## config.mk

```make
export PLATFORM = sky130hd
export DESIGN_NAME = seq_shift_unit
export DESIGN_NICKNAME = d
export VERILOG_FILES = /design/src/rtl/seq_shift_unit.sv
export SDC_FILE = /design/constraint.sdc
export NUM_CORES = 1
export LEC_CHECK = 0
export ABC_AREA = 0
export BUFFER_PORTS_ARGS = -buffer_cell sky130_fd_sc_hd__buf_2
export CORE_MARGIN = 10
export CORE_UTILIZATION = 60
export DETAILED_ROUTE_END_ITERATION = 8
export GPL_TIMING_DRIVEN = 0
export PLACE_DENSITY = 0.93
export SYNTH_ARGS = -nofsm -noshare
export SYNTH_HDL_FRONTEND = slang
export SYNTH_SLANG_ARGS = --single-unit
```

## constraint.sdc

```tcl
create_clock -name clk -period 4.1 [get_ports clk]
set_clock_uncertainty 0.2 [all_clocks]
set_input_delay 1.025 -clock clk [delete_from_list [all_inputs] [get_ports clk]]
set_output_delay 1.025 -clock clk [all_outputs]
set_load 0.01 [all_outputs]
```

## src/rtl/seq_shift_unit.sv

```systemverilog
// seq_shift_unit: multi-cycle iterative shifter (SLL / SRL / SRA) for the
// MIPS datapath. Shifts STEP bits per clock under a start/done handshake,
// giving variable-amount shifts without a full barrel shifter.
//
// Ports:
//   clk       rising-edge clock
//   reset     synchronous, active-high reset
//   start_i   request pulse, sampled only when not busy (IDLE or DONE)
//   op_i      00 SLL, 01 SRL, 10 SRA, 11 treated as SLL
//   data_i    operand, captured on an accepted start
//   shamt_i   shift amount, captured on an accepted start
//   busy_o    high while shifting
//   done_o    one-cycle pulse, result_o valid
//   result_o  shifted result, held until the next operation completes
module seq_shift_unit #(
    parameter int DATA_WIDTH  = 32,
    parameter int SHAMT_WIDTH = 5,
    parameter int STEP        = 1     // 1, 2 or 4
) (
    input  logic                   clk,
    input  logic                   reset,
    input  logic                   start_i,
    input  logic [1:0]             op_i,
    input  logic [DATA_WIDTH-1:0]  data_i,
    input  logic [SHAMT_WIDTH-1:0] shamt_i,
    output logic                   busy_o,
    output logic                   done_o,
    output logic [DATA_WIDTH-1:0]  result_o
);

    typedef enum logic [1:0] {IDLE, SHIFT, DONE} state_t;

    // Per-cycle shift amount never exceeds STEP (<= 4), so 3 bits suffice.
    localparam int KW = 3;
    localparam logic [SHAMT_WIDTH-1:0] STEP_C = SHAMT_WIDTH'(STEP);

    state_t                 state;
    logic [DATA_WIDTH-1:0]  sreg;
    logic [SHAMT_WIDTH-1:0] count;
    logic [1:0]             op;

    logic                   last;
    logic [KW-1:0]          k;
    logic [DATA_WIDTH-1:0]  shifted;

    // Final step shifts by whatever remains; earlier steps shift by STEP.
    always_comb begin
        last = (count <= STEP_C);
        k    = last ? KW'(count) : KW'(STEP);
        case (op)
            2'b01:   shifted = sreg >> k;
            // sreg keeps the captured sign bit at the MSB throughout SRA,
            // so an arithmetic shift of the register replicates it.
            2'b10:   shifted = DATA_WIDTH'($signed(sreg) >>> k);
            default: shifted = sreg << k;
        endcase
    end

    always_ff @(posedge clk) begin
        if (reset) begin
            state    <= IDLE;
            busy_o   <= 1'b0;
            done_o   <= 1'b0;
            result_o <= '0;
            count    <= '0;
            sreg     <= '0;
            op       <= 2'b00;
        end else begin
            case (state)
                // DONE accepts a new request exactly like IDLE (back-to-back).
                IDLE, DONE: begin
                    done_o <= 1'b0;
                    if (start_i) begin
                        sreg  <= data_i;
                        count <= shamt_i;
                        op    <= op_i;
                        if (shamt_i == '0) begin
                            state    <= DONE;
                            done_o   <= 1'b1;
                            result_o <= data_i;
                        end else begin
                            state  <= SHIFT;
                            busy_o <= 1'b1;
                        end
                    end else begin
                        state <= IDLE;
                    end
                end
                // start_i is ignored here; captured operands stay put.
                SHIFT: begin
                    sreg  <= shifted;
                    count <= count - SHAMT_WIDTH'(k);
                    if (last) begin
                        result_o <= shifted;
                        state    <= DONE;
                        done_o   <= 1'b1;
                        busy_o   <= 1'b0;
                    end
                end
                default: begin
                    state  <= IDLE;
                    busy_o <= 1'b0;
                    done_o <= 1'b0;
                end
            endcase
        end
    end

endmodule

```

==> reports/metrics.json, run 1 <==
{
  "layout.area.seq_mm2": 0.00148,
  "initial_antenna_violation_count": 0,
  "vdd_drop_max_uv": 279,
  "tritoncts": "done",
  "multi_input_comb_area_mm2": 0.00231,
  "maxSlewHeadroom_pct": 38.3,
  "min_delay_path_depth": 2,
  "startpoint_type": "input port",
  "post_cts_hold_buffer_count": 0,
  "worstSkewPairLatency_ns": 0.36,
  "numClockSinks": 74,
  "net_switching_power_uw": 800,
  "combPwrFrac_pct": 30.7,
  "worstMarginPinSlew_ns": 0.917,
  "cts_htree_levels": 3,
  "rsz_0062_raised_after_global_routing": "false",
  "dp.final_hpwl_um": 10400,
  "layout_common_cells": "sky130_fd_sc_hd__buf_2 (87), sky130_fd_sc_hd__dfxtp_1 (74), sky130_fd_sc_hd__nand2_1 (57)",
  "fill_cells": 518,
  "synth.cell_area_mm2": 0.00406,
  "i_o_pin_cnt": 76,
  "flow.area_growth_from_synthesis_pct": 17.4,
  "fin_crit_share_pct": 72.3,
  "vias_per_cell": 7.06,
  "post-route-drc-count": 0,
  "cts.repair_timing.setup_buffer_count": 0,
  "crit_path_max_fanout": 10,
  "post-route-min-period_ns": 2.96,
  "dominantRegCellSynth": "sky130_fd_sc_hd__dfxtp_1",
  "clockRootBuffer": "sky130_fd_sc_hd__clkbuf_8",
  "initial_utilization_pct": 62.8,
  "vias_in_the_first_global_route": 4358,
  "place_inst": 619,
  "clk_path_buf_depth": 2,
  "setup_viol_count_final": 0,
  "max_cap_viol_count": 0,
  "power_report.internal_total_uw": 1500,
  "fp.dieArea_mm2": 0.0104,
  "detailedPlace.worstSlack_ns": 0.852,
  "setup_tns_ns": 0,
  "portBuffers": 74,
  "std_cell_rows": 29,
  "r2r_cell_count": 8,
  "worstPathArrival_ns": 3.03,
  "netSwitchingFraction_pct": 34.7,
  "synth_edf_count": 0,
  "syn_area_per_cell_um2": 8.66,
  "detail_route.first_pass.iterations": 8,
  "seq_power_share_pct": 39.0,
  "asyncSetResetFlopFracSynth_pct": 0,
  "syn_nets": 513,
  "cp-end-kind": "flop",
  "worstHoldPathType": "reg2reg",
  "die-height_um": 102,
  "drt_iter0_markers": 562,
  "cts_made_buffers": 9,
  "cts_resized": 0,
  "drive_above_1_share_pct": 25.7,
  "final-hold-violation-count": 0,
  "seq_area_frac_synth_pct": 36.5,
  "grt_pass1_wl_um": 22800,
  "floorplan.core_area_mm2": 0.00646,
  "power_leakage_uw": 0.00187,
  "pwr_density_cell_mw_per_mm2": 484,
  "max_clock_freq_mhz": 337,
  "outcome": "completed",
  "routabilityCongestion": 0.975,
  "finish.cell_count_without_fillers": 634,
  "ys_ff_latch": 74,
  "worst_setup_hold_path_clk_slew_ns": 0.08,
  "holdWs_ns": 0.268,
  "nets": 598,
  "dieWidth_um": 102,
  "synth.distinct_cells": 56,
  "yosys-top-cells-area": "sky130_fd_sc_hd__dfxtp_1 (37%), sky130_fd_sc_hd__a311oi_1 (6.9%), sky130_fd_sc_hd__nand2_1 (5.3%)",
  "via_count": 4478,
  "synth_top_area_cell": "sky130_fd_sc_hd__dfxtp_1",
  "final_common_cell": "sky130_fd_sc_hd__buf_2",
  "drv_slew": 0,
  "synth-warning-count": 0,
  "path_class": "in2reg",
  "slack_of_the_critical_path_ns": 1.14,
  "clock_power_share_pct": 30.3,
  "overall_overflow_remaining_after_global_route": 0,
  "power_uw": 2300,
  "grt_start_max_net_pins": 13,
  "antenna-diode-count": 0,
  "critPathRequiredTime_ns": 4.16,
  "grt_usage_pct": 27.4,
  "wl_per_cell_um": 22.8,
  "postRouteAntennaNets": 0,
  "route.final.wire_length_um": 14500,
  "synthesis.instances": 468,
  "yosysTopAreaCellShare_pct": 36.5
}
layer usage:
metal / share of wire (%) / vias up / track usage [%]
li1: - / 1986 / -
met1: 40 / 2130 / 34.5
met2: 48 / 316 / 44.7
met3: 10 / 46 / 5.40
met4: 2.2 / 0 / 11.6
met5: 0 / - / 0
worst paths after layout:
path | startpoint | endpoint | slack (ns)
worst max-delay path | shamt_i[2] | result_o[6] | 1.14
worst min-delay path | result_o[30] | result_o[30] | 0.27
worst max register to register | op[0] | result_o[6] | 1.43
worst min register to register | result_o[30] | result_o[30] | 0.27
Yosys cell counts, types with 12 or more instances:
library cell	number
sky130_fd_sc_hd__clkbuf_1	34
sky130_fd_sc_hd__a32o_1	14
sky130_fd_sc_hd__nor2_1	20
sky130_fd_sc_hd__dfxtp_1	74
sky130_fd_sc_hd__a311oi_1	32
sky130_fd_sc_hd__a211oi_1	13
sky130_fd_sc_hd__a21oi_1	22
sky130_fd_sc_hd__buf_2	13
sky130_fd_sc_hd__o21ai_0	17
sky130_fd_sc_hd__a311o_1	13
sky130_fd_sc_hd__o21ai_1	12
sky130_fd_sc_hd__mux2_2	18
sky130_fd_sc_hd__nand2_1	57
sky130_fd_sc_hd__nor3_1	28
power by group through the flow:
stage               registers [µW]  clock network (µW)  logic, µW
detailed placement             908                   0        680
finish                         897                 699        707
global placement               901                   0        658
CTS                            892                 691        689
global route                   908                 716        761
floorplan                      902                   0        466
sequential cells by signal, indices dropped and copies added, names as in the netlist:
| name | cells |
|---|---|
| result_o | 32 |
| op | 2 |
| sreg | 32 |
| busy_o | 1 |
| count | 5 |
| state | 2 |
cells by family after synthesis:
family / after synthesis / synth area share (%)
AO/OA/AOI/OAI: 168 / 32.6
adder cells (fa/ha/maj): 3 / 0.926
buffers and inverters: 60 / 6.60
flip-flops: 74 / 36.5
multiplexers: 27 / 7.22
AND/OR/NAND/NOR: 136 / 16.1
worst max-delay path: stages:
cell and delay, ns:
sky130_fd_sc_hd__buf_2 0.10, sky130_fd_sc_hd__or4_1 0.55, sky130_fd_sc_hd__nor3_2 0.42, sky130_fd_sc_hd__clkbuf_1 0.53, sky130_fd_sc_hd__nor3_1 0.12, sky130_fd_sc_hd__a311oi_1 0.27
per-stage QoR:
step                      utilization [%]  cell area, µm²
after floorplan                         -            4060
after global placement               70.0            4520
after detailed placement             70.0            4520
after CTS                            73.7            4760
after global routing                 73.7            4760
final                                73.7            4760
cell type report:
class                      count  share of cell area, %
timing repair buffer          74                   7.78
buffer                        53                   5.07
sequential                    74                   31.1
multi-input combinational    334                   48.4
clock inverter                 5                   2.15
tap                           77                   2.02
inverter                       7                  0.552
clock buffer                  10                   2.89
Power figures use the tool's default switching activity.
==> run 2, diff against run 1 <==
--- a/config.mk
+++ b/config.mk
@@ -8,10 +8,10 @@
 export ABC_AREA = 0
 export BUFFER_PORTS_ARGS = -buffer_cell sky130_fd_sc_hd__buf_2
 export CORE_MARGIN = 10
-export CORE_UTILIZATION = 60
+export CORE_UTILIZATION = 50
 export DETAILED_ROUTE_END_ITERATION = 8
 export GPL_TIMING_DRIVEN = 0
-export PLACE_DENSITY = 0.93
+export PLACE_DENSITY = 0.84
 export SYNTH_ARGS = -nofsm -noshare
 export SYNTH_HDL_FRONTEND = slang
 export SYNTH_SLANG_ARGS = --single-unit
==> constraint.sdc (replaced) <==
create_clock -name clk -period 2.41 [get_ports clk]
set_clock_uncertainty 0.2 [all_clocks]
set_input_delay 0.6025 -clock clk [delete_from_list [all_inputs] [get_ports clk]]
set_output_delay 0.6025 -clock clk [all_outputs]
set_load 0.01 [all_outputs]
==> reports/metrics.json, run 2 (synthesis gave the netlist of run 1 again) <==
{
  "detail_route.first_pass.iterations": {"value": 7, "change": "-1"},
  "initial_antenna_violation_count": {"value": 0, "change": "unchanged"},
  "worstSkewPairLatency": {"value": 0.36, "unit": "ns", "change": "about the same"},
  "dieWidth": {"value": 110, "unit": "µm", "change": "+7.7%"},
  "portBuffers": {"value": 74, "change": "unchanged"},
  "reg_to_reg_startpoint": "op[0]",
  "r2r-end": "result_o[21]",
  "route.final.wire_length": {"value": 13900, "unit": "µm", "change": "-3.6%"},
  "post_cts_hold_buffer_count": {"value": 0, "change": "unchanged"},
  "power_leakage": {"value": 0.00191, "unit": "µW", "change": "+2.0%"},
  "startpoint_type": "flop",
  "cts_htree_levels": {"value": 3, "change": "unchanged"},
  "placement.cell_area": {"value": 0.00455, "unit": "mm²", "change": "+0.69%"},
  "outcome": "completed",
  "netSwitchingFraction": {"value": 36.1, "unit": "%", "change": "+1.4 points"},
  "clock_power_share": {"value": 25.9, "unit": "%", "change": "-4.4 points"},
  "maxSlewHeadroom": {"value": 51.2, "unit": "%", "change": "+13 points"},
  "overall_overflow_remaining_after_global_route": {"value": 0, "change": "unchanged"},
  "leading_registers_by_flop_count": "result_o: 32 flops, sreg: 32 flops, count: 5 flops",
  "worstPathArrival": {"value": 2.39, "unit": "ns", "change": "-0.64 ns"},
  "drt_iter0_markers": {"value": 446, "change": "-21%"},
  "drive_above_1_share": {"value": 29.1, "unit": "%", "change": "+3.4 points"},
  "i_o_pin_cnt": {"value": 76, "change": "unchanged"},
  "crit_path_max_fanout": {"value": 10, "change": "unchanged"},
  "worstMarginPinSlew": {"value": 0.731, "unit": "ns", "change": "-0.186 ns"},
  "routabilityCongestion": {"value": 0.972, "change": "-0.34%"},
  "clockRootBuffer": "sky130_fd_sc_hd__clkbuf_8",
  "r2r_setup_slack": {"value": 0.03, "unit": "ns", "change": "-1.40 ns"},
  "power_report.internal_total": {"value": 2380, "unit": "µW", "change": "+58%"},
  "die-height": {"value": 110, "unit": "µm", "change": "+7.7%"},
  "r2r_cell_count": {"value": 8, "change": "unchanged"},
  "critPathRequiredTime": {"value": 2.42, "unit": "ns", "change": "-1.74 ns"},
  "fin_crit_share_pct": 98.7,
  "combPwrFrac": {"value": 33.1, "unit": "%", "change": "+2.4 points"},
  "drv_slew": {"value": 0, "change": "unchanged"},
  "path_class": "reg2reg",
  "fill_cells": {"value": 687, "change": "+33%"},
  "vias_in_the_first_global_route": {"value": 4260, "change": "-2.2%"},
  "post-route-min-period_ns": 2.38,
  "antenna-diode-count": {"value": 0, "change": "unchanged"},
  "dp.final_hpwl": {"value": 10200, "unit": "µm", "change": "-2.1%"},
  "nets": {"value": 598, "change": "unchanged"},
  "net_switching_power": {"value": 1340, "unit": "µW", "change": "+68%"},
  "vdd_drop_max": {"value": 410, "unit": "µV", "change": "+47%"},
  "max_clock_freq_mhz": 420,
  "vias_per_cell": {"value": 6.67, "change": "-5.6%"},
  "pwr_density_cell": {"value": 767, "unit": "mW/mm²", "change": "+59%"},
  "cts_made_buffers": {"value": 9, "change": "unchanged"},
  "slack_of_the_critical_path": {"value": 0.0304, "unit": "ns", "change": "-1.11 ns"},
  "via_count": {"value": 4396, "change": "-1.8%"},
  "grt_pass1_wl": {"value": 21500, "unit": "µm", "change": "-5.8%"},
  "final_common_cell": "sky130_fd_sc_hd__buf_2",
  "layout_common_cells": "sky130_fd_sc_hd__buf_2 (82), sky130_fd_sc_hd__dfxtp_1 (73), sky130_fd_sc_hd__nand2_1 (57)",
  "fp.dieArea": {"value": 0.0121, "unit": "mm²", "change": "+16%"},
  "detailedPlace.worstSlack": {"value": -0.393, "unit": "ns", "change": "-1.25 ns"},
  "numClockSinks": {"value": 74, "change": "unchanged"},
  "final-hold-violation-count": {"value": 0, "change": "unchanged"},
  "postRouteAntennaNets": {"value": 0, "change": "unchanged"},
  "final_area": {"value": 0.00485, "unit": "mm²", "change": "+1.9%"},
  "tritoncts": "done",
  "rsz_0062_raised_after_global_routing": "true",
  "hold_end": "op[0]",
  "max_cap_viol_count": {"value": 0, "change": "unchanged"},
  "worstHoldPathType": "reg2reg",
  "grt_start_max_net_pins": {"value": 12, "change": "-1"},
  "flow.area_growth_from_synthesis_pct": 19.7,
  "std_cell_rows": {"value": 32, "change": "+10%"},
  "min_delay_path_depth": {"value": 2, "change": "unchanged"},
  "setup_viol_count_final": {"value": 0, "change": "unchanged"},
  "cp-end-kind": "flop",
  "wl_per_cell": {"value": 21.2, "unit": "µm", "change": "-7.2%"},
  "clk_path_buf_depth": {"value": 2, "change": "unchanged"},
  "floorplan.core_area": {"value": 0.00781, "unit": "mm²", "change": "+21%"},
  "grt_usage": {"value": 22.4, "unit": "%", "change": "-5.0 points"},
  "initial_utilization": {"value": 51.9, "unit": "%", "change": "-11 points"},
  "post-route-drc-count": {"value": 0, "change": "unchanged"},
  "timing.hold.worst.start": "op[0]",
  "worst_setup_hold_path_clk_slew": {"value": 0.07, "unit": "ns", "change": "about the same"},
  "seq_power_share": {"value": 41.0, "unit": "%", "change": "+2.0 points"}
}
[run 2: how the worst max path moves through the flow]
| stage | startpoint | endpoint | slack (ns) |
|---|---|---|---|
| 4_1_cts | shamt_i[2] | result_o[21] | -0.01 |
| 6_report | op[0] | result_o[21] | 0.03 |
| 2_1_floorplan | op[0] | result_o[29] | 0.06 |
| 3_5_place_dp | shamt_i[2] | result_o[5] | -0.39 |
| 3_3_place_gp | shamt_i[2] | result_o[21] | -0.39 |
| 5_1_grt | op[0] | result_o[21] | -0.02 |
[run 2: layout make-up]
| cell class | count | area [µm²] | share of cell area [%] |
|---|---|---|---|
| buffer | 51 | 279 | 5.75 |
| clock buffer | 12 | 145 | 2.99 |
| clock inverter | 3 | 40.0 | 0.825 |
| inverter | 7 | 26.3 | 0.541 |
| multi-input combinational | 334 | 2370 | 48.8 |
| sequential | 74 | 1480 | 30.5 |
| tap | 102 | 128 | 2.63 |
| timing repair buffer | 76 | 385 | 7.94 |
[run 2: layer usage]
metal  vias to the layer above  wire [µm]  share of wire, %  global-route usage [%]
li1                       1992          -                 -                       -
met1                      2107       5470                39                    27.3
met2                       266       6710                48                    36.8
met3                        31       1480                11                    5.92
met4                         0        280               2.0                    8.64
met5                         -          0                 0                       0
[run 2: metrics by stage]
stage	hold slack, ns	cells	power, µW	util [%]	setup TNS (ns)
after floorplan	0.253	468	2330	-	0
after global placement	0.256	644	2650	58.3	-12.75
after detailed placement	0.267	644	2690	58.3	-13.71
after CTS	0.277	659	3650	61.2	-0.0714
after global routing	0.284	659	3880	62.2	-0.0800
final	0.287	659	3720	62.2	0
[run 2: critical path, stage by stage (launching register included)]
cell and delay, ns:
sky130_fd_sc_hd__dfxtp_2 0.35, sky130_fd_sc_hd__inv_1 0.05, sky130_fd_sc_hd__ha_1 0.29, sky130_fd_sc_hd__buf_6 0.15, sky130_fd_sc_hd__or3_4 0.41, sky130_fd_sc_hd__buf_8 0.16
sky130_fd_sc_hd__a311o_1 0.33, sky130_fd_sc_hd__o21ai_0 0.13, sky130_fd_sc_hd__a311oi_1 0.14
[run 2: power groups by stage]
stage          Clock, µW  Sequential [µW]  Combinational [µW]
6_report             963             1530                1230
5_1_grt             1010             1540                1330
4_1_cts              960             1520                1170
3_5_place_dp           0             1540                1150
3_3_place_gp           0             1530                1120
2_1_floorplan          0             1530                 792
[run 2: what timing repair did]
item                                    4_1_cts  5_1_grt
resized for setup                            13       34
pin swaps                                     1        4
endpoints found under the setup margin       45       55
setup buffers                                 0        2
==> run 3, diff against run 2 <==
--- a/config.mk
+++ b/config.mk
@@ -7,11 +7,13 @@
 export LEC_CHECK = 0
 export ABC_AREA = 0
 export BUFFER_PORTS_ARGS = -buffer_cell sky130_fd_sc_hd__buf_2
+export CAP_MARGIN = 10
 export CORE_MARGIN = 10
-export CORE_UTILIZATION = 50
+export CORE_UTILIZATION = 45
 export DETAILED_ROUTE_END_ITERATION = 8
 export GPL_TIMING_DRIVEN = 0
-export PLACE_DENSITY = 0.84
+export HOLD_SLACK_MARGIN = 0.05
+export PLACE_DENSITY = 0.77
 export SYNTH_ARGS = -nofsm -noshare
 export SYNTH_HDL_FRONTEND = slang
 export SYNTH_SLANG_ARGS = --single-unit
==> reports/metrics.json, run 3 (synthesis gave the netlist of run 1 again) <==
{
  "detailedPlace.worstSlack": {"value": -0.493, "unit": "ns", "change": "-0.100 ns"},
  "crit_buf_inv": {"value": 3, "change": "unchanged"},
  "crit_path_max_fanout": {"value": 10, "change": "unchanged"},
  "dp.final_hpwl": {"value": 10400, "unit": "µm", "change": "+2.1%"},
  "pwr_density_cell": {"value": 831, "unit": "mW/mm²", "change": "+8.4%"},
  "antenna-diode-count": {"value": 0, "change": "unchanged"},
  "routabilityCongestion": {"value": 0.977, "change": "+0.58%"},
  "portBuffers": {"value": 74, "change": "unchanged"},
  "initial_antenna_violation_count": {"value": 0, "change": "unchanged"},
  "vias_per_cell": {"value": 6.64, "change": "-0.43%"},
  "fin_crit_share": {"value": 98.7, "unit": "%", "change": "about the same"},
  "critical_path.max_stage_delay": {"value": 0.37, "unit": "ns", "change": "-0.04 ns"},
  "post_cts_hold_buffer_count": {"value": 0, "change": "unchanged"},
  "worstPathArrival": {"value": 2.45, "unit": "ns", "change": "+0.06 ns"},
  "slack_of_the_critical_path": {"value": 0.0320, "unit": "ns", "change": "+0.00159 ns"},
  "min_delay_path_depth": {"value": 2, "change": "unchanged"},
  "post-route-drc-count": {"value": 0, "change": "unchanged"},
  "final_core_utilization": {"value": 56.6, "unit": "%", "change": "-5.6 points"},
  "maxSlewHeadroom": {"value": 55.0, "unit": "%", "change": "+3.8 points"},
  "clockRootBuffer": "sky130_fd_sc_hd__clkbuf_8",
  "timing.hold.worst.start": "result_o[30]",
  "drive_above_1_share": {"value": 30.9, "unit": "%", "change": "+1.8 points"},
  "grt_start_max_net_pins": {"value": 14, "change": "+2"},
  "layout_common_cells": "sky130_fd_sc_hd__buf_2 (85), sky130_fd_sc_hd__dfxtp_1 (72), sky130_fd_sc_hd__nand2_1 (57)",
  "worstSetupPathDepth": {"value": 8, "change": "unchanged"},
  "numClockSinks": {"value": 74, "change": "unchanged"},
  "timing.critical_path.max_delay_family": "compound AO/OA/AOI/OAI gates",
  "r2r-end": "result_o[29]",
  "outcome": "completed",
  "std_cell_rows": {"value": 34, "change": "+6.3%"},
  "via_count": {"value": 4417, "change": "+0.48%"},
  "worstMarginPinSlew": {"value": 0.675, "unit": "ns", "change": "-0.0564 ns"},
  "r2r_cell_count": {"value": 8, "change": "unchanged"},
  "max_cap_viol_count": {"value": 0, "change": "unchanged"},
  "holdWs": {"value": 0.267, "unit": "ns", "change": "-0.0197 ns"},
  "clk_path_buf_depth": {"value": 2, "change": "unchanged"},
  "drt_iter0_markers": {"value": 367, "change": "-18%"},
  "post-route-min-period": {"value": 2.38, "unit": "ns", "change": "-0.00159 ns"},
  "power": {"value": 4120, "unit": "µW", "change": "+11%"},
  "leading_registers_by_flop_count": "result_o: 32 flops, sreg: 32 flops, count: 5 flops",
  "tritoncts": "done",
  "vias_in_the_first_global_route": {"value": 4342, "change": "+1.9%"},
  "vdd_drop_max": {"value": 402, "unit": "µV", "change": "-2.1%"},
  "dieWidth": {"value": 115, "unit": "µm", "change": "+4.4%"},
  "r2r_setup_slack": {"value": 0.03, "unit": "ns", "change": "about the same"},
  "nets": {"value": 597, "change": "-0.17%"},
  "die-height": {"value": 115, "unit": "µm", "change": "+4.4%"},
  "cts_htree_levels": {"value": 3, "change": "unchanged"},
  "cp_slowest_cell": "sky130_fd_sc_hd__or3_4",
  "path_class": "reg2reg",
  "cts_made_buffers": {"value": 9, "change": "unchanged"},
  "setup_viol_count_final": {"value": 0, "change": "unchanged"},
  "initial_utilization": {"value": 46.3, "unit": "%", "change": "-5.7 points"},
  "rsz_0062_raised_after_global_routing": "true",
  "final_common_cell": "sky130_fd_sc_hd__buf_2",
  "final-hold-violation-count": {"value": 0, "change": "unchanged"},
  "wl_per_cell": {"value": 21.4, "unit": "µm", "change": "+0.97%"},
  "startpoint_type": "flop",
  "max_clock_freq": {"value": 421, "unit": "MHz", "change": "about the same"},
  "worst_setup_hold_path_clk_slew": {"value": 0.09, "unit": "ns", "change": "+0.02 ns"},
  "power_leakage": {"value": 0.00195, "unit": "µW", "change": "+2.2%"},
  "reg_to_reg_startpoint": "op[0]",
  "grt_usage": {"value": 20.8, "unit": "%", "change": "-1.6 points"},
  "fp.dieArea": {"value": 0.0132, "unit": "mm²", "change": "+9.1%"},
  "worstPathCellList": "inv_1, ha_1, buf_6, or3_4, buf_8, a2111oi_4, a211oi_2, a32o_1",
  "worstHoldPathType": "reg2reg",
  "drv_slew": {"value": 0, "change": "unchanged"},
  "floorplan.core_area": {"value": 0.00876, "unit": "mm²", "change": "+12%"},
  "hold_end": "result_o[30]",
  "flow.area_growth_from_synthesis_pct": 22.2,
  "critPathRequiredTime": {"value": 2.48, "unit": "ns", "change": "+0.06 ns"},
  "overall_overflow_remaining_after_global_route": {"value": 0, "change": "unchanged"},
  "worstSkewPairLatency": {"value": 0.37, "unit": "ns", "change": "about the same"},
  "postRouteAntennaNets": {"value": 0, "change": "unchanged"},
  "cp-end-kind": "flop",
  "grt_pass1_wl": {"value": 22400, "unit": "µm", "change": "+4.2%"},
  "i_o_pin_cnt": {"value": 76, "change": "unchanged"},
  "detail_route.first_pass.iterations": {"value": 5, "change": "-2"},
  "route.final.wire_length": {"value": 14200, "unit": "µm", "change": "+1.9%"}
}
run 3: changes by cell type in the layout (fill, tap and decap cells not counted), moves of 3 or more:
cell / delta
sky130_fd_sc_hd__o21ai_2: +7
sky130_fd_sc_hd__o21ai_1: -5
sky130_fd_sc_hd__clkbuf_1: -4
sky130_fd_sc_hd__buf_2: +3
sky130_fd_sc_hd__bufinv_16: +3
run 3: stage by stage:
stage               instances  cell area, µm²  TNS [ns]
floorplan                 468            4060         0
global placement          650            4560    -14.91
detailed placement        650            4560    -17.07
CTS                       666            4890         0
global route              665            4960   -0.0104
finish                    665            4960         0
run 3: final cells by class:
class	count	area, µm²
fill	809	3810
clock inverter	6	138
inverter	7	26.3
timing repair buffer	74	370
clock buffer	10	138
sequential	74	1480
multi-input combinational	334	2390
tap	108	135
buffer	52	279
run 3: what timing repair did:
action,4_1_cts,5_1_grt
gates resized for setup,20,34
setup buffers,0,0
setup endpoints to repair,53,44
pin swaps,0,1
run 3: worst max path at each step:
stage	start	to	slack, ns
after floorplan	op[0]	result_o[29]	0.06
after global placement	shamt_i[2]	result_o[21]	-0.42
after detailed placement	shamt_i[2]	result_o[10]	-0.49
after CTS	count[1]	result_o[21]	0.003
after global routing	op[0]	result_o[29]	-0.009
final	op[0]	result_o[29]	0.03
run 3: power by group:
group / total, µW / switching [µW] / internal (µW)
Clock: 1340 / 514 / 824
Sequential: 1530 / 148 / 1380
Combinational: 1250 / 744 / 510
Total: 4120 / 1410 / 2710
run 3: layer usage:
metal  track usage [%]  vias to the layer above  routed length, µm
li1                  -                     1992                  -
met1              25.7                     2103               5750
met2              33.0                      280               6640
met3              5.42                       42               1350
met4              9.49                        0                463
met5                 0                        -                  0
run 3: tightest hold or removal path, cell delays in order, from the launching register on:
cell and delay, ns:
sky130_fd_sc_hd__dfxtp_1 0.32, sky130_fd_sc_hd__inv_1 0.05, sky130_fd_sc_hd__o32ai_1 0.05
